[src/rtl/change_dispenser_if.sv]
// ============================================================================
// Module   : change_dispenser_if
// Brief    : Request, sensor, restock and status signals of the nickel dispenser
// Revision : 1.0 - initial release
// ============================================================================
`default_nettype none

interface change_dispenser_if #(
  parameter int AMT_W   = 4,
  parameter int STOCK_W = 6
);
  logic               req_valid;
  logic [AMT_W-1:0]   req_amount;
  logic               req_ready;
  logic               coin_sensed;
  logic               restock;
  logic [STOCK_W-1:0] restock_count;
  logic               clear_error;
  logic               eject_nickel;
  logic               busy;
  logic               done;
  logic               error;
  logic [AMT_W-1:0]   short_amount;
  logic [STOCK_W-1:0] stock_level;
  logic               empty;

  modport master (
    output req_valid, req_amount, coin_sensed, restock, restock_count, clear_error,
    input  req_ready, eject_nickel, busy, done, error, short_amount, stock_level, empty
  );

  modport slave (
    input  req_valid, req_amount, coin_sensed, restock, restock_count, clear_error,
    output req_ready, eject_nickel, busy, done, error, short_amount, stock_level, empty
  );
endinterface

`default_nettype wire

[src/rtl/change_dispenser.sv]
// ============================================================================
// Module   : change_dispenser
// Brief    : Pays out change one nickel at a time, confirms each coin, tracks stock
// Revision : 1.0 - initial release
// ============================================================================
`default_nettype none

module change_dispenser #(
  parameter int AMT_W          = 4,
  parameter int STOCK_W        = 6,
  parameter int STOCK_INIT     = 20,
  parameter int PULSE_CYCLES   = 4,
  parameter int TIMEOUT_CYCLES = 64
) (
  input  logic                 clock,
  input  logic                 reset,
  change_dispenser_if.slave    bus
);

  localparam int c_PW = $clog2(PULSE_CYCLES + 1);
  localparam int c_TW = $clog2(TIMEOUT_CYCLES + 1);
  localparam logic [c_PW-1:0] c_PULSE_LAST = c_PW'(PULSE_CYCLES - 1);
  localparam logic [c_TW-1:0] c_WAIT_LAST  = c_TW'(TIMEOUT_CYCLES - 1);

  typedef enum logic [2:0] {
    S_IDLE       = 3'd0,
    S_FIRE       = 3'd1,
    S_WAIT_SENSE = 3'd2,
    S_DONE       = 3'd3,
    S_FAULT      = 3'd4
  } state_t;

  state_t             r_state;
  logic               r_ready;
  logic               r_eject;
  logic               r_busy;
  logic               r_done;
  logic               r_error;
  logic [AMT_W-1:0]   r_short;
  logic [AMT_W-1:0]   r_remaining;
  logic [STOCK_W-1:0] r_stock;
  logic [c_PW-1:0]    r_pulse;
  logic [c_TW-1:0]    r_wait;

  logic [STOCK_W:0]   w_sum;
  logic [STOCK_W-1:0] w_stock_idle;
  logic [STOCK_W-1:0] w_stock_dec;
  logic               w_last_coin;

  // Stock as it stands after this cycle's restock, saturated at all-ones
  always_comb begin
    w_sum        = {1'b0, r_stock} + {1'b0, bus.restock_count};
    w_stock_idle = r_stock;
    if (bus.restock) begin
      w_stock_idle = w_sum[STOCK_W] ? {STOCK_W{1'b1}} : w_sum[STOCK_W-1:0];
    end
  end

  assign w_stock_dec = r_stock - STOCK_W'(1);
  assign w_last_coin = (r_remaining == AMT_W'(1));

  always_ff @(posedge clock or posedge reset) begin
    if (reset) begin
      r_state     <= S_IDLE;
      r_ready     <= 1'b1;
      r_eject     <= 1'b0;
      r_busy      <= 1'b0;
      r_done      <= 1'b0;
      r_error     <= 1'b0;
      r_short     <= '0;
      r_remaining <= '0;
      r_stock     <= STOCK_W'(STOCK_INIT);
      r_pulse     <= '0;
      r_wait      <= '0;
    end else begin
      r_done <= 1'b0;
      case (r_state)
        S_IDLE: begin
          r_stock <= w_stock_idle;
          if (bus.req_valid) begin
            r_ready <= 1'b0;
            if (bus.req_amount == '0) begin
              r_state <= S_DONE;
              r_done  <= 1'b1;
            end else begin
              r_state     <= S_FIRE;
              r_busy      <= 1'b1;
              r_remaining <= bus.req_amount;
              r_pulse     <= '0;
              r_eject     <= (w_stock_idle != '0);
            end
          end
        end

        S_FIRE, S_WAIT_SENSE: begin
          // FIRE entered without a pulse means the tube was empty on entry
          if (r_state == S_FIRE && !r_eject) begin
            r_state     <= S_FAULT;
            r_busy      <= 1'b0;
            r_error     <= 1'b1;
            r_short     <= r_remaining;
            r_remaining <= '0;
          end else if (bus.coin_sensed) begin
            r_stock     <= w_stock_dec;
            r_remaining <= r_remaining - AMT_W'(1);
            r_pulse     <= '0;
            if (w_last_coin) begin
              r_state <= S_DONE;
              r_eject <= 1'b0;
              r_busy  <= 1'b0;
              r_done  <= 1'b1;
            end else begin
              r_state <= S_FIRE;
              r_eject <= (w_stock_dec != '0);
            end
          end else if (r_state == S_FIRE) begin
            if (r_pulse == c_PULSE_LAST) begin
              r_state <= S_WAIT_SENSE;
              r_eject <= 1'b0;
              r_wait  <= '0;
            end else begin
              r_pulse <= r_pulse + c_PW'(1);
            end
          end else if (r_wait == c_WAIT_LAST) begin
            r_state     <= S_FAULT;
            r_busy      <= 1'b0;
            r_error     <= 1'b1;
            r_short     <= r_remaining;
            r_remaining <= '0;
          end else begin
            r_wait <= r_wait + c_TW'(1);
          end
        end

        S_DONE: begin
          r_state <= S_IDLE;
          r_ready <= 1'b1;
        end

        S_FAULT: begin
          if (bus.clear_error) begin
            r_state <= S_IDLE;
            r_error <= 1'b0;
            r_ready <= 1'b1;
          end
        end

        default: begin
          r_state <= S_IDLE;
          r_ready <= 1'b1;
          r_eject <= 1'b0;
          r_busy  <= 1'b0;
          r_error <= 1'b0;
        end
      endcase
    end
  end

  assign bus.req_ready    = r_ready;
  assign bus.eject_nickel = r_eject;
  assign bus.busy         = r_busy;
  assign bus.done         = r_done;
  assign bus.error        = r_error;
  assign bus.short_amount = r_short;
  assign bus.stock_level  = r_stock;
  assign bus.empty        = (r_stock == '0);

endmodule

`default_nettype wire

[src/flat_wrapper.sv]
// flat-port wrapper written by rule: the top's interface ports become plain ports
module change_dispenser_flat 
#(
  parameter int AMT_W          = 4,
  parameter int STOCK_W        = 6,
  parameter int STOCK_INIT     = 20,
  parameter int PULSE_CYCLES   = 4,
  parameter int TIMEOUT_CYCLES = 64
)
  (clock, reset, bus_req_valid, bus_req_amount, bus_coin_sensed, bus_restock, bus_restock_count, bus_clear_error, bus_req_ready, bus_eject_nickel, bus_busy, bus_done, bus_error, bus_short_amount, bus_stock_level, bus_empty);
  change_dispenser_if #(.AMT_W(AMT_W), .STOCK_W(STOCK_W)) bus_i ();
  input  logic clock;
  input  logic reset;
  input wire logic [$bits(bus_i.req_valid)-1:0] bus_req_valid;
  input wire logic [$bits(bus_i.req_amount)-1:0] bus_req_amount;
  input wire logic [$bits(bus_i.coin_sensed)-1:0] bus_coin_sensed;
  input wire logic [$bits(bus_i.restock)-1:0] bus_restock;
  input wire logic [$bits(bus_i.restock_count)-1:0] bus_restock_count;
  input wire logic [$bits(bus_i.clear_error)-1:0] bus_clear_error;
  output wire logic [$bits(bus_i.req_ready)-1:0] bus_req_ready;
  output wire logic [$bits(bus_i.eject_nickel)-1:0] bus_eject_nickel;
  output wire logic [$bits(bus_i.busy)-1:0] bus_busy;
  output wire logic [$bits(bus_i.done)-1:0] bus_done;
  output wire logic [$bits(bus_i.error)-1:0] bus_error;
  output wire logic [$bits(bus_i.short_amount)-1:0] bus_short_amount;
  output wire logic [$bits(bus_i.stock_level)-1:0] bus_stock_level;
  output wire logic [$bits(bus_i.empty)-1:0] bus_empty;
  assign bus_i.req_valid = bus_req_valid;
  assign bus_i.req_amount = bus_req_amount;
  assign bus_i.coin_sensed = bus_coin_sensed;
  assign bus_i.restock = bus_restock;
  assign bus_i.restock_count = bus_restock_count;
  assign bus_i.clear_error = bus_clear_error;
  assign bus_req_ready = bus_i.req_ready;
  assign bus_eject_nickel = bus_i.eject_nickel;
  assign bus_busy = bus_i.busy;
  assign bus_done = bus_i.done;
  assign bus_error = bus_i.error;
  assign bus_short_amount = bus_i.short_amount;
  assign bus_stock_level = bus_i.stock_level;
  assign bus_empty = bus_i.empty;
  change_dispenser #(.AMT_W(AMT_W), .STOCK_W(STOCK_W), .STOCK_INIT(STOCK_INIT), .PULSE_CYCLES(PULSE_CYCLES), .TIMEOUT_CYCLES(TIMEOUT_CYCLES)) u_core (.clock(clock), .reset(reset), .bus(bus_i));
endmodule
[config.mk]
export PLATFORM = sky130hd
export DESIGN_NAME = change_dispenser_flat
export DESIGN_NICKNAME = d
export VERILOG_FILES = /design/src/rtl/change_dispenser_if.sv /design/src/rtl/change_dispenser.sv /design/src/flat_wrapper.sv
export SDC_FILE = /design/constraint.sdc
export NUM_CORES = 1
export LEC_CHECK = 0
export BUFFER_PORTS_ARGS = -buffer_cell sky130_fd_sc_hd__buf_2
export CELL_PAD_IN_SITES_DETAIL_PLACEMENT = 1
export CELL_PAD_IN_SITES_GLOBAL_PLACEMENT = 1
export CORE_AREA = 8 8 64 120
export CTS_CLUSTER_DIAMETER = 50
export CTS_CLUSTER_SIZE = 12
export DETAILED_ROUTE_END_ITERATION = 12
export DIE_AREA = 0 0 72 128
export PLACE_DENSITY = 0.82
export SLEW_MARGIN = 20
export SYNTH_ARGS = -nofsm -noshare
export SYNTH_HDL_FRONTEND = slang
export SYNTH_SLANG_ARGS = --single-unit
export TNS_END_PERCENT = 50
[constraint.sdc]
create_clock -name clock -period 2 [get_ports clock]
set_input_delay 0.2 -clock clock [delete_from_list [all_inputs] [get_ports clock]]
set_output_delay 0.2 -clock clock [all_outputs]
set_load 0.1 [all_outputs]
== Word-level counts from Yosys, hierarchy flattened ==
Index checks and enable logic that the tools add are counted.
Operators by class
  bitwise logic cells: 5
  muxes and demuxes: 67
  add/subtract/negate cells: 5
  reduce and logical (&&, ||, !) cells: 22
  equal/unequal tests: 27
Operator list (number)
  2-to-1 mux 4 bit: 10
  2-to-1 mux 3 bit: 13
  2-to-1 mux 1 bit: 26
  2-to-1 mux 6 bit: 4
  2-to-1 mux 7 bit: 3
  AND reduction 6 bit: 3
  AND reduction 5 bit: 3
  != test 2 bit (second input constant): 7
  one-hot mux 1 bit (3 select lines): 4
  one-hot mux 6 bit (2 select lines): 1
  nonzero test 6 bit: 2
  equality test 3 x 2 -> 1 bit (second input constant): 3
  != test 3 x 2 -> 1 bit (second input constant): 3
  one-hot mux 3 bit (3 select lines): 1
  != test 4 x 2 -> 1 bit (second input constant): 2
  one-hot mux 4 bit (2 select lines): 1
  AND reduction 4 bit: 2
  adder 6 x 6 -> 7 bit: 1
  adder 7 x 1 -> 7 bit (second input constant): 1
  equality test 7 x 6 -> 1 bit (second input constant): 1
  logical NOT 6 bit: 1
  != test 3 bit (second input constant): 2
  one-hot mux 3 bit (2 select lines): 1
  AND reduction 3 bit: 2
  20 further kinds: 29
Storage, ports and cells
  input port bits: 16
  word-level logic and storage cells: 137
  flip-flop bits (word level): 32
  output and inout port bits: 16

== Logic depth before layout (Yosys ltp) ==
Gate-level depths: netlist of the first run.
  depth after elaboration: 7
  gate-level depth with buffers: 9
  mapped depth without buffers: 8

== Least setup slack after synthesis of the first run ==
No wires, ideal clock.
  kind: register to register
  start point: reg u_core.r_stock[0] (netlist: u_core.bus.stock_level[0])
  end point: reg u_core.r_eject (netlist: u_core.bus.eject_nickel)
  library setup time: 0.143 ns
  arrival: 2.539 ns
  path slack: -0.681 ns
  data required time: 1.857 ns
  path buffers: 0
  clock period less this slack: 2.681 ns
  stages on the path, launching flop included: 9
  path through: dfrtp_1 -> ha_1 -> fa_1 -> a21o_1 -> nand4_1 -> nand2_1 -> o41ai_1 -> and4b_1 -> a41oi_2
Between the ends
  cells in the longest elaborated chain, start to end: 7
  elaborated cells between the ends (all ways): 12
  those cells by class: add/sub (2); mux (8); reduce/logical (2)
Ends and longest elaborated chain
  start, declared: line change_dispenser.sv:41  | logic [STOCK_W-1:0] r_stock;
  start signal, assigned: line change_dispenser.sv:72  | r_stock <= STOCK_W'(STOCK_INIT);
  start signal, assigned: line change_dispenser.sv:79  | r_stock <= w_stock_idle;
  start signal, assigned: line change_dispenser.sv:104  | r_stock <= w_stock_dec;
  adder 6 x 6 -> 7 bit: line change_dispenser.sv:52  | w_sum = {1'b0, r_stock} + {1'b0, bus.restock_count};
  2-to-1 mux 6 bit: line change_dispenser.sv:55  | w_stock_idle = w_sum[STOCK_W] ? {STOCK_W{1'b1}} : w_sum[STOCK_W-1:0];
  2-to-1 mux 6 bit: line change_dispenser.sv:54  | if (bus.restock) begin
  nonzero test 6 bit: line change_dispenser.sv:90  | r_eject <= (w_stock_idle != '0);
  2-to-1 mux 1 bit: line change_dispenser.sv:82  | if (bus.req_amount == '0) begin
  2-to-1 mux 1 bit: line change_dispenser.sv:80  | if (bus.req_valid) begin
  one-hot mux 1 bit (3 select lines) (*): line change_dispenser.sv:77  | case (r_state)
  end signal, assigned: line change_dispenser.sv:90
  end signal, assigned: line change_dispenser.sv:114  | r_eject <= (w_stock_dec != '0);
  end, declared: line change_dispenser.sv:35  | logic r_eject;
Mark *: on every way between the ends. The rest lies on a longest branch, timed or not. The select of a mux whose other input is x is not followed.
A chain may end at the register's enable or synchronous reset.

== Final worst setup path of the first run ==
Same ends and word-level chain as after synthesis.

==> impl_metrics.yaml, run 1 <==
run_status:
  status: "finished with violations"
  failed_checks: "setup timing"
grt:
  vias_in_the_first_global_route: 2570
  largest_net_degree_at_the_start_of_global_routing: 33
  global_route.usage.total_pct: 17.03
  global_route.usage.met3_pct: 3.683
  grt_pass1_wl_um: 12630
  groute.layer.met2.usage_pct: 28.94
  global_route.overflow_total: 0
  initial_antenna_violation_count: 0
  grt-busiest-layer: "met2"
  grt.met1_usage_pct: 19.39
critical_path:
  setup.worst_path.start: "u_core.bus.stock_level[0]"
  critPathLaunchType: "flop"
  crit-reg2reg-capture: "u_core.bus.eject_nickel"
  critical_path.endpoint: "u_core.bus.eject_nickel"
  r2r-start: "u_core.bus.stock_level[0]"
  timing.reg2reg.worst_path_depth: 8
  critPathRequiredTime_ns: 2.14
  critical_path_depth: 8
  cpMaxStageDelayCell: "sky130_fd_sc_hd__dfrtp_4"
  end_kind: "flop"
  critPathBufInv: 0
  worst_path_dominant_cell_family: "compound AO/OA/AOI/OAI gates"
  timing.critical_path.fanout_max: 2
  crit_chain: "ha_4 > fa_2 > a21o_1 > a21oi_1 > nand2_1 > o221a_2 > and4b_1 > a41oi_2"
  cp.arrival_ns: 2.48
  crit_path_max_incr_delay_ns: 0.48
  worst-setup-path-type: "reg -> reg"
  r2r_setup_slk_ns: -0.34
flow_run:
  timing.max_cap.violations: 0
power:
  p_seq_share_pct: 18.6
  clockPowerShare_pct: 13.8
  share_comb_of_total_power_pct: 67.6
  power_switching_uw: 3318
  vdd_ir_drop_max_uv: 720.7
  power_density_nw_per_um2: 1995
  power.share.switching_pct: 52.63
  p_int_uw: 2986
  static-leakage-power_uw: 0.001379
cts:
  numClockSinks: 32
  clk_transition_reported_paths_ns: 0.05
  postCtsHoldBufs: 0
  clock_tree.root_cell: "sky130_fd_sc_hd__clkbuf_16"
  clk_path_buf_depth: 2
  clock_tree.htree_level_count: 2
  cts_buffers: 5
  clock_latency_ns: 0.28
  tritoncts: "built"
synthesis:
  yosys_warnings: 0
  synth.area.top_cells: "sky130_fd_sc_hd__dfrtp_1, sky130_fd_sc_hd__ha_1, sky130_fd_sc_hd__o21ai_0"
  syn_avg_cell_area_sq_um: 8.862
  synth_top_flop_cell: "sky130_fd_sc_hd__dfrtp_1"
  yosys_top_cell_area_share_pct: 30.79
  mappedNetlistArea_sq_um: 2357
  post_synth_inst_count: 266
  synth-edff-count: 0
  syn_nets: 297
  ys_seq_area_share_pct: 34.13
  async_flop_share_pct: 100.0
  synth_top_area_cell: "sky130_fd_sc_hd__dfrtp_1"
  synthTopCellsByCount: "sky130_fd_sc_hd__nand2_1, sky130_fd_sc_hd__dfrtp_1, sky130_fd_sc_hd__o21ai_0, sky130_fd_sc_hd__nor2_1"
  synth_cell_type_count: 61
  synth_most_common_cell: "sky130_fd_sc_hd__nand2_1"
  ys_ff_latch: 32
floorplanning:
  die_height_um: 128
  rows: 41
  ioPinCount: 32
  floorplan.initialDensity_pct: 37.98
  die_width_um: 72
  placeableCoreArea_sq_um: 6207
  die_area_sq_um: 9216
layout:
  n_antenna_cell: 0
  drive_gt1_share_pct: 35.67
  layout-area-overhead-vs-synth_pct: 34.02
  finalNetCount: 358
sta:
  max_slew.worst_pin.slew_ns: 0.4951
  report.final.hold_viol_count: 0
  setup_violations: 7
  final-max-slew-violation-count: 0
  hold_slack_ns: 0.004855
  final.setup_skew_ns: 0.004487
  max_freq_mhz: 427.1
  timing.final.ws_setup_ns: -0.3414
  period_share_pct: 117.1
  slew_headroom_pct: 67.22
  finalCriticalPeriod_ns: 2.341
  fin_tns_setup_ns: -1.209
  rsz0062_at_grt: "yes"
drt:
  vias: 2345
  post_drt_wl_per_cell_um: 19.01
  antenna_violating_nets_post_route: 0
  route.detailed.drc: 0
  drt-vias-per-instance: 5.664
  first_pass_iters: 4
  totalWireLength_um: 7871
  detail_route.iter0.violations: 201
placed_design:
  gp_congestion: 0.8400
  port-buffer-count: 31
  detailed_placement_hpwl_um: 5295
min_path:
  worstHoldPathType: "in -> async"
==> routing by layer <==
metal | part of all wire, % | up-vias
met5 | 0 | -
met4 | 3.7 | 0
met3 | 5.3 | 27
met2 | 51 | 75
met1 | 39 | 1150
li1 | - | 1093
==> through the flow <==
stage	utilization (%)	instances	instance area, sq um	setup WS (ns)	total power, uW
6_report	50.90	414	3159	-0.3414	6304
5_1_grt	50.90	414	3159	-0.4352	6675
4_1_cts	49.47	412	3070	-0.1658	6061
3_5_place_dp	45.78	403	2841	-0.2137	5005
3_3_place_gp	45.78	403	2841	-0.1263	4863
2_1_floorplan	-	266	2415	-0.2707	3966
==> state kept, by name, summed over array words and instances, names as in the netlist <==
signal,cells
u_core.r_wait,7
u_core.bus.stock_level,6
u_core.bus.short_amount,4
u_core.r_remaining,4
u_core.r_pulse,3
u_core.r_state,3
u_core.bus.busy,1
u_core.bus.done,1
u_core.bus.eject_nickel,1
u_core.bus.error,1
u_core.bus.req_ready,1
==> worst register-to-register path, stage by stage, from the launching register on <==
cell and delay, ns:
sky130_fd_sc_hd__dfrtp_4 0.48, sky130_fd_sc_hd__ha_4 0.17, sky130_fd_sc_hd__fa_2 0.35, sky130_fd_sc_hd__a21o_1 0.19, sky130_fd_sc_hd__a21oi_1 0.27, sky130_fd_sc_hd__nand2_1 0.14, sky130_fd_sc_hd__o221a_2 0.16, sky130_fd_sc_hd__and4b_1 0.30
sky130_fd_sc_hd__a41oi_2 0.14
==> power by group through the flow <==
stage | Combinational [uW] | Sequential [uW] | Clock [uW]
finish | 4260 | 1170 | 868
global route | 4560 | 1210 | 901
CTS | 4000 | 1170 | 886
detailed placement | 3820 | 1180 | 0
global placement | 3700 | 1170 | 0
floorplan | 1840 | 2130 | 0
==> area by class of cell <==
cell class                 count  area (sq um)
clock buffer                   6         128.9
clock inverter                 2         35.03
fill                         708          3048
inverter                      12         45.04
multi-input combinational    210          1590
sequential                    32         824.5
tap                           86         107.6
timing repair buffer          66         427.9
==> worst min path at each step <==
stage               startpoint                          to  slack (ns)  cells after the start
floorplan                reset             u_core.bus.busy        0.31                      1
global placement         reset  u_core.bus.short_amount[0]        0.31                      3
detailed placement       reset  u_core.bus.short_amount[0]        0.32                      3
CTS                      reset  u_core.bus.short_amount[0]        0.02                      3
global route             reset            u_core.bus.error        0.04                      3
finish                   reset  u_core.bus.short_amount[0]       0.005                      3
==> repair_timing <==
| action | in CTS | in global routing |
|---|---|---|
| gates cloned | 0 | 0 |
| buffers inserted | 1 | 3 |
| endpoints found under the setup margin | 7 | 15 |
| gates resized for setup | 9 | 16 |
| pin swaps | 4 | 11 |
==> logic make-up (layout without fill, tap and decap cells) <==
kind of cell	after synthesis	in the layout	synth area share (%)
compound gates	90	90	27.12
xor+xnor	8	8	2.973
fa+ha+maj	15	15	8.280
buf+inv	24	86	5.148
flops	32	32	34.13
mux	3	3	1.433
simple gates	94	94	20.91
==> cells in the final DEF, fill, tap and decap left out, types with 4 or more instances in the layout <==
master and instances:
sky130_fd_sc_hd__a21oi_1 12, sky130_fd_sc_hd__nand2b_1 5, sky130_fd_sc_hd__dfrtp_1 25, sky130_fd_sc_hd__nor3_1 5, sky130_fd_sc_hd__nor2_1 19, sky130_fd_sc_hd__or3_1 5, sky130_fd_sc_hd__inv_1 12, sky130_fd_sc_hd__xnor2_1 5
sky130_fd_sc_hd__ha_1 9, sky130_fd_sc_hd__nand2_1 29, sky130_fd_sc_hd__o21a_1 4, sky130_fd_sc_hd__a21o_1 5, sky130_fd_sc_hd__buf_4 34, sky130_fd_sc_hd__nor3_2 4, sky130_fd_sc_hd__o21ai_0 27, sky130_fd_sc_hd__buf_2 30
sky130_fd_sc_hd__nand3_1 5, sky130_fd_sc_hd__clkbuf_16 5
(Power assumes the default switching activity.)
==> run 2: changes to the inputs <==
Settings changed: CORE_AREA 8 8 64 120 to 8 8 63 119, CTS_BUF_LIST set to sky130_fd_sc_hd__clkbuf_4 sky130_fd_sc_hd__clkbuf_8, DIE_AREA 0 0 72 128 to 0 0 71 127, PLACE_DENSITY 0.82 to 0.83.
==> run 2 against run 1 <==
Net effect: worst setup slack improved by 0.13 ns; via count is 2.2% higher; cell count fell by 3.6%; core utilization is 2.8 points higher; clock power fell by 26%; count of clock-buffer cells in the layout is 1 lower; combinational power increased by 3%; highest routed layer unchanged; the run ends with hold timing, setup timing left; non-clock buffer count rose by 7.
==> impl_metrics.yaml, run 2 (same netlist as run 1, synthesis figures left out) <==
drt:
  route.detailed.drc: 0
  antenna_violating_nets_post_route: 0
  totalWireLength_um: 8299
  detail_route.iter0.violations: 98
  post_drt_wl_per_cell_um: 20.80
  first_pass_iters: 5
  drt-vias-per-instance: 6.008
  vias: 2397
sta:
  slew_headroom_pct: 55.12
  max_slew.worst_pin.slew_ns: 0.6725
  setup_violations: 6
  period_share_pct: 110.5
  max_freq_mhz: 452.3
  report.final.hold_viol_count: 9
  rsz0062_at_grt: "yes"
  timing.final.ws_setup_ns: -0.2110
  final-max-slew-violation-count: 0
  final.setup_skew_ns: 0.006207
  hold_slack_ns: -0.01305
  finalCriticalPeriod_ns: 2.211
critical_path:
  timing.critical_path.fanout_max: 6
  critical_path_depth: 9
  setup.worst_path.start: "u_core.bus.stock_level[0]"
  crit_chain: "ha_4 > fa_2 > a21o_1 > nand4_1 > buf_4 > nand3_4 > o22ai_2 > and4b_1 > a41oi_2"
  timing.reg2reg.worst_path_depth: 9
  r2r_setup_slk_ns: -0.21
  r2r-start: "u_core.bus.stock_level[0]"
  crit_path_max_incr_delay_ns: 0.50
  worst-setup-path-type: "reg -> reg"
  crit-reg2reg-capture: "u_core.bus.eject_nickel"
  critPathRequiredTime_ns: 2.18
  cp.arrival_ns: 2.39
  cpMaxStageDelayCell: "sky130_fd_sc_hd__dfrtp_4"
  critPathBufInv: 1
  end_kind: "flop"
  critPathLaunchType: "flop"
  critical_path.endpoint: "u_core.bus.eject_nickel"
  worst_path_dominant_cell_family: "adder cells"
grt:
  grt_pass1_wl_um: 12610
  global_route.usage.total_pct: 17.25
  vias_in_the_first_global_route: 2592
  global_route.overflow_total: 0
  largest_net_degree_at_the_start_of_global_routing: 17
  initial_antenna_violation_count: 0
cts:
  clk_transition_reported_paths_ns: 0.08
  clock_tree.htree_level_count: 2
  tritoncts: "built"
  clock_latency_ns: 0.30
  cts_buffers: 5
  numClockSinks: 32
  clk_path_buf_depth: 2
  clock_tree.root_cell: "sky130_fd_sc_hd__clkbuf_8"
layout:
  post_route_insts_no_fill: 399
  finalInstanceArea_sq_um: 3173
  layout-area-overhead-vs-synth_pct: 34.61
  largest_register_ff_count: 7
  finalNetCount: 366
  layout_commonest_cell: "sky130_fd_sc_hd__buf_4"
  drive_gt1_share_pct: 38.69
  mostFrequentLayoutCells: "sky130_fd_sc_hd__buf_4, sky130_fd_sc_hd__buf_2, sky130_fd_sc_hd__nand2_1, sky130_fd_sc_hd__o21ai_0, sky130_fd_sc_hd__dfrtp_1"
  n_antenna_cell: 0
  top_register: "u_core.r_wait"
floorplanning:
  floorplan.initialDensity_pct: 39.92
  die_area_sq_um: 9017
  ioPinCount: 32
  rows: 40
  placeableCoreArea_sq_um: 5906
  die_height_um: 127
  die_width_um: 71
placed_design:
  gp_congestion: 0.8513
  port-buffer-count: 31
  post_dp_cell_area_sq_um: 2858
  numPlacedInstances: 384
  detailed_placement_hpwl_um: 5623
run_status:
  failed_checks: "hold timing, setup timing"
  status: "finished with violations"
min_path:
  worstHoldPathType: "in -> async"
power:
  power_density_nw_per_um2: 1962
  vdd_ir_drop_max_uv: 1198
  static-leakage-power_uw: 0.001409
flow_run:
  timing.max_cap.violations: 0
-- run 2: worst min-delay path by stage --
stage / start / to / cells past startpoint
finish: reset / u_core.bus.stock_level[0] / 2
global route: reset / u_core.bus.stock_level[0] / 2
floorplan: reset / u_core.bus.busy / 1
global placement: reset / u_core.r_pulse[0] / 2
CTS: reset / u_core.bus.eject_nickel / 2
detailed placement: reset / u_core.r_pulse[0] / 2
-- run 2: repair_timing --
action	in CTS	in global routing
gates resized for setup	6	23
endpoints found under the hold margin	0	0
buffers inserted	2	5
setup endpoints to repair	8	19
hold buffers	0	0
cloned	0	1
pin swaps	10	12
-- run 2: final cells by class --
cell class              instances  area, sq um
fillers                       711         2733
multi-input cells             211         1628
flip-flops and latches         32        824.5
repair buffers                 73        485.5
well taps                      63        78.83
clock buffers                   5        68.82
inverters                      12        45.04
clock inverters                 3        42.54
-- run 2: through the flow --
stage	setup TNS [ns]	setup WS, ns	utilization (%)	hold slack, ns	total power [uW]
6_report	-0.9509	-0.2110	53.73	-0.01305	6227
5_1_grt	-1.292	-0.2838	53.73	0.03241	6559
4_1_cts	-0.3488	-0.1591	50.89	0.002486	5820
3_5_place_dp	-0.9348	-0.1997	48.39	0.3269	5082
3_3_place_gp	-0.2657	-0.1314	48.39	0.3160	4907
2_1_floorplan	-1.656	-0.2707	-	0.3140	3966
-- run 2: layer usage --
| metal | GRT usage, % | up-vias | wire length (um) |
|---|---|---|---|
| met2 | 31.45 | 54 | 4487 |
| met4 | 6.304 | 0 | 216 |
| met5 | 0 | - | 0 |
| met3 | 2.821 | 19 | 226 |
| met1 | 19.25 | 1211 | 3368 |
| li1 | - | 1113 | - |
-- run 2: where the power goes --
group	total, uW	leakage (uW)	internal [uW]	switching [uW]
Clock	646	0.0000541	369	278
Sequential	1210	0.000400	948	259
Combinational	4370	0.000954	1540	2830
==> run 3: changes to the inputs <==
Settings changed: BUFFER_PORTS_ARGS -buffer_cell sky130_fd_sc_hd__buf_2 to unset, CORE_AREA 8 8 63 119 to 8 8 61 114, DIE_AREA 0 0 71 127 to 0 0 69 122, DONT_BUFFER_PORTS set to 1, PLACE_DENSITY 0.83 to 0.82, SETUP_SLACK_MARGIN set to 0.3.
==> run 3 against run 2 <==
Net effect: the run ends with setup timing left; sequential power rose by 11%; die area shrank 6.6%; via count rose by 4.1%; count of clock-buffer cells in the layout increased by 1; critical endpoint unchanged; flip-flop and latch count stayed put; largest power group unchanged; combinational power rose by 18%; register-to-register slack lost 0.16 ns; core utilization is 11 points higher.
==> impl_metrics.yaml, run 3 (same netlist as run 1, synthesis figures left out) <==
run_status:
  status: "finished with violations"
  failed_checks: "setup timing"
grt:
  grt_pass1_wl_um: 15430
  global_route.overflow_total: 0
  initial_antenna_violation_count: 0
  global_route.usage.total_pct: 23.19
  largest_net_degree_at_the_start_of_global_routing: 33
  vias_in_the_first_global_route: 2858
drt:
  detail_route.iter0.violations: 111
  drt-vias-per-instance: 6.335
  totalWireLength_um: 10280
  route.detailed.drc: 0
  post_drt_wl_per_cell_um: 26.10
  antenna_violating_nets_post_route: 0
  first_pass_iters: 4
  vias: 2496
power:
  vdd_ir_drop_max_uv: 1516
  power_density_nw_per_um2: 2046
  static-leakage-power_uw: 0.001549
critical_path:
  crit_chain: "ha_4 > fa_2 > a21o_1 > a21oi_2 > nand2_1 > o221a_2 > and4b_1 > a41oi_2"
  setup.worst_path.start: "u_core.bus.stock_level[0]"
  critPathBufInv: 0
  cpMaxStageDelayCell: "sky130_fd_sc_hd__dfrtp_4"
  critPathRequiredTime_ns: 2.16
  r2r-start: "u_core.bus.stock_level[0]"
  worst_path_dominant_cell_family: "compound AO/OA/AOI/OAI gates"
  timing.critical_path.fanout_max: 2
  crit_path_max_incr_delay_ns: 0.50
  cp.arrival_ns: 2.53
  worst-setup-path-type: "reg -> reg"
  critPathLaunchType: "flop"
  end_kind: "flop"
layout:
  layout.filler_cells: 578
  top_register: "u_core.r_wait"
  post_route_insts_no_fill: 394
  mostFrequentLayoutCells: "sky130_fd_sc_hd__buf_4, sky130_fd_sc_hd__dfrtp_1, sky130_fd_sc_hd__nand2_1, sky130_fd_sc_hd__nor2_1, sky130_fd_sc_hd__buf_6"
  largest_register_ff_count: 7
  drive_gt1_share_pct: 48.20
  final_core_util_pct: 64.57
  n_antenna_cell: 0
  layout-area-overhead-vs-synth_pct: 48.46
  layout_commonest_cell: "sky130_fd_sc_hd__buf_4"
  finalNetCount: 364
floorplanning:
  die_area_sq_um: 8418
  die_width_um: 69
  ioPinCount: 32
  placeableCoreArea_sq_um: 5420
  floorplan.initialDensity_pct: 43.49
  die_height_um: 122
  rows: 38
sta:
  max_freq_mhz: 421.9
  period_share_pct: 118.5
  final.setup_skew_ns: 0.007650
  setup_violations: 9
  max_slew.worst_pin.slew_ns: 0.5449
  rsz0062_at_grt: "yes"
  hold_slack_ns: 0.08986
  slew_headroom_pct: 63.67
  final-max-slew-violation-count: 0
  timing.final.ws_setup_ns: -0.3704
  report.final.hold_viol_count: 0
  finalCriticalPeriod_ns: 2.370
placed_design:
  gp_congestion: 0.8770
  numPlacedInstances: 364
  detailed_placement_hpwl_um: 6094
  port-buffer-count: 0
cts:
  tritoncts: "built"
  clock_latency_ns: 0.30
  clk_path_buf_depth: 2
  cts_buffers: 5
  clock_tree.root_cell: "sky130_fd_sc_hd__clkbuf_8"
  numClockSinks: 32
  clock_tree.htree_level_count: 2
  clk_transition_reported_paths_ns: 0.08
min_path:
  worstHoldPathType: "in -> reg"
  worst_hold_startpoint: "bus_req_valid"
flow_run:
  timing.max_cap.violations: 0
run 3: cell count changes in the layout (fill, tap and decap cells not counted), moves of 4 or more:
cell	change
sky130_fd_sc_hd__nand2_2	+6
sky130_fd_sc_hd__buf_2	-30
sky130_fd_sc_hd__nand2_1	-11
sky130_fd_sc_hd__nand2_4	+5
sky130_fd_sc_hd__buf_4	+9
sky130_fd_sc_hd__o21ai_0	-12
sky130_fd_sc_hd__buf_6	+17
sky130_fd_sc_hd__o21ai_1	+7
sky130_fd_sc_hd__dfrtp_1	-4
sky130_fd_sc_hd__o21ai_2	+5
run 3: final timing paths:
kind	end	slack [ns]	depth (start not counted)
worst max-delay path	u_core.bus.eject_nickel	-0.37	8
worst min-delay path	u_core.bus.req_ready	0.09	2
worst max register to register	u_core.bus.eject_nickel	-0.37	8
worst min register to register	u_core.bus.error	0.50	2
max in group asynchronous	u_core.bus.stock_level[1]	1.20	3
min in group asynchronous	u_core.bus.stock_level[5]	0.45	3
run 3: layout make-up:
| type | instances | area [sq um] | share of cell area (%) |
|---|---|---|---|
| tap | 60 | 75.07 | 2.145 |
| sequential | 32 | 832.0 | 23.78 |
| multi-input combinational | 210 | 1804 | 51.56 |
| clock buffer | 6 | 76.32 | 2.181 |
| clock inverter | 2 | 35.03 | 1.001 |
| timing repair buffer | 72 | 629.4 | 17.98 |
| inverter | 12 | 47.55 | 1.359 |
run 3: per-layer routing:
metal,vias up,global-route usage (%),share of wire (%)
met1,1245,19.25,32
met5,-,0,0
met3,48,5.130,4.3
met2,93,46.43,56
li1,1110,-,-
met4,0,15.74,7.4
run 3: timing repair:
action / CTS / global route
resized for setup: 66 / 42
pin swaps: 44 / 35
endpoints found under the hold margin: 31 / 0
setup buffers: 15 / 5
hold buffers: 2 / 0
endpoints found under the setup margin: 31 / 32
run 3: where the power goes:
group	switching [uW]	internal (uW)
Clock	274	384
Combinational	3160	2010
Sequential	374	962
Total	3810	3350
run 3: worst reg2reg max path: cells and delay by family, from the launching register on:
family	cells	cell delay, ns
fa+ha+maj	2	0.53
simple gates	2	0.41
flops	1	0.50
compound gates	4	0.80
run 3: per-stage QoR:
| stage | worst slack (ns) | cell area, sq um | TNS (ns) | power (uW) |
|---|---|---|---|---|
| floorplan | -0.2707 | 2440 | -1.039 | 4012 |
| global placement | -0.1388 | 2816 | -0.6568 | 5080 |
| detailed placement | -0.2172 | 2816 | -1.112 | 5238 |
| CTS | -0.1738 | 3308 | -0.5613 | 6563 |
| global route | -0.4065 | 3500 | -2.663 | 7456 |
| finish | -0.3704 | 3500 | -1.895 | 7162 |
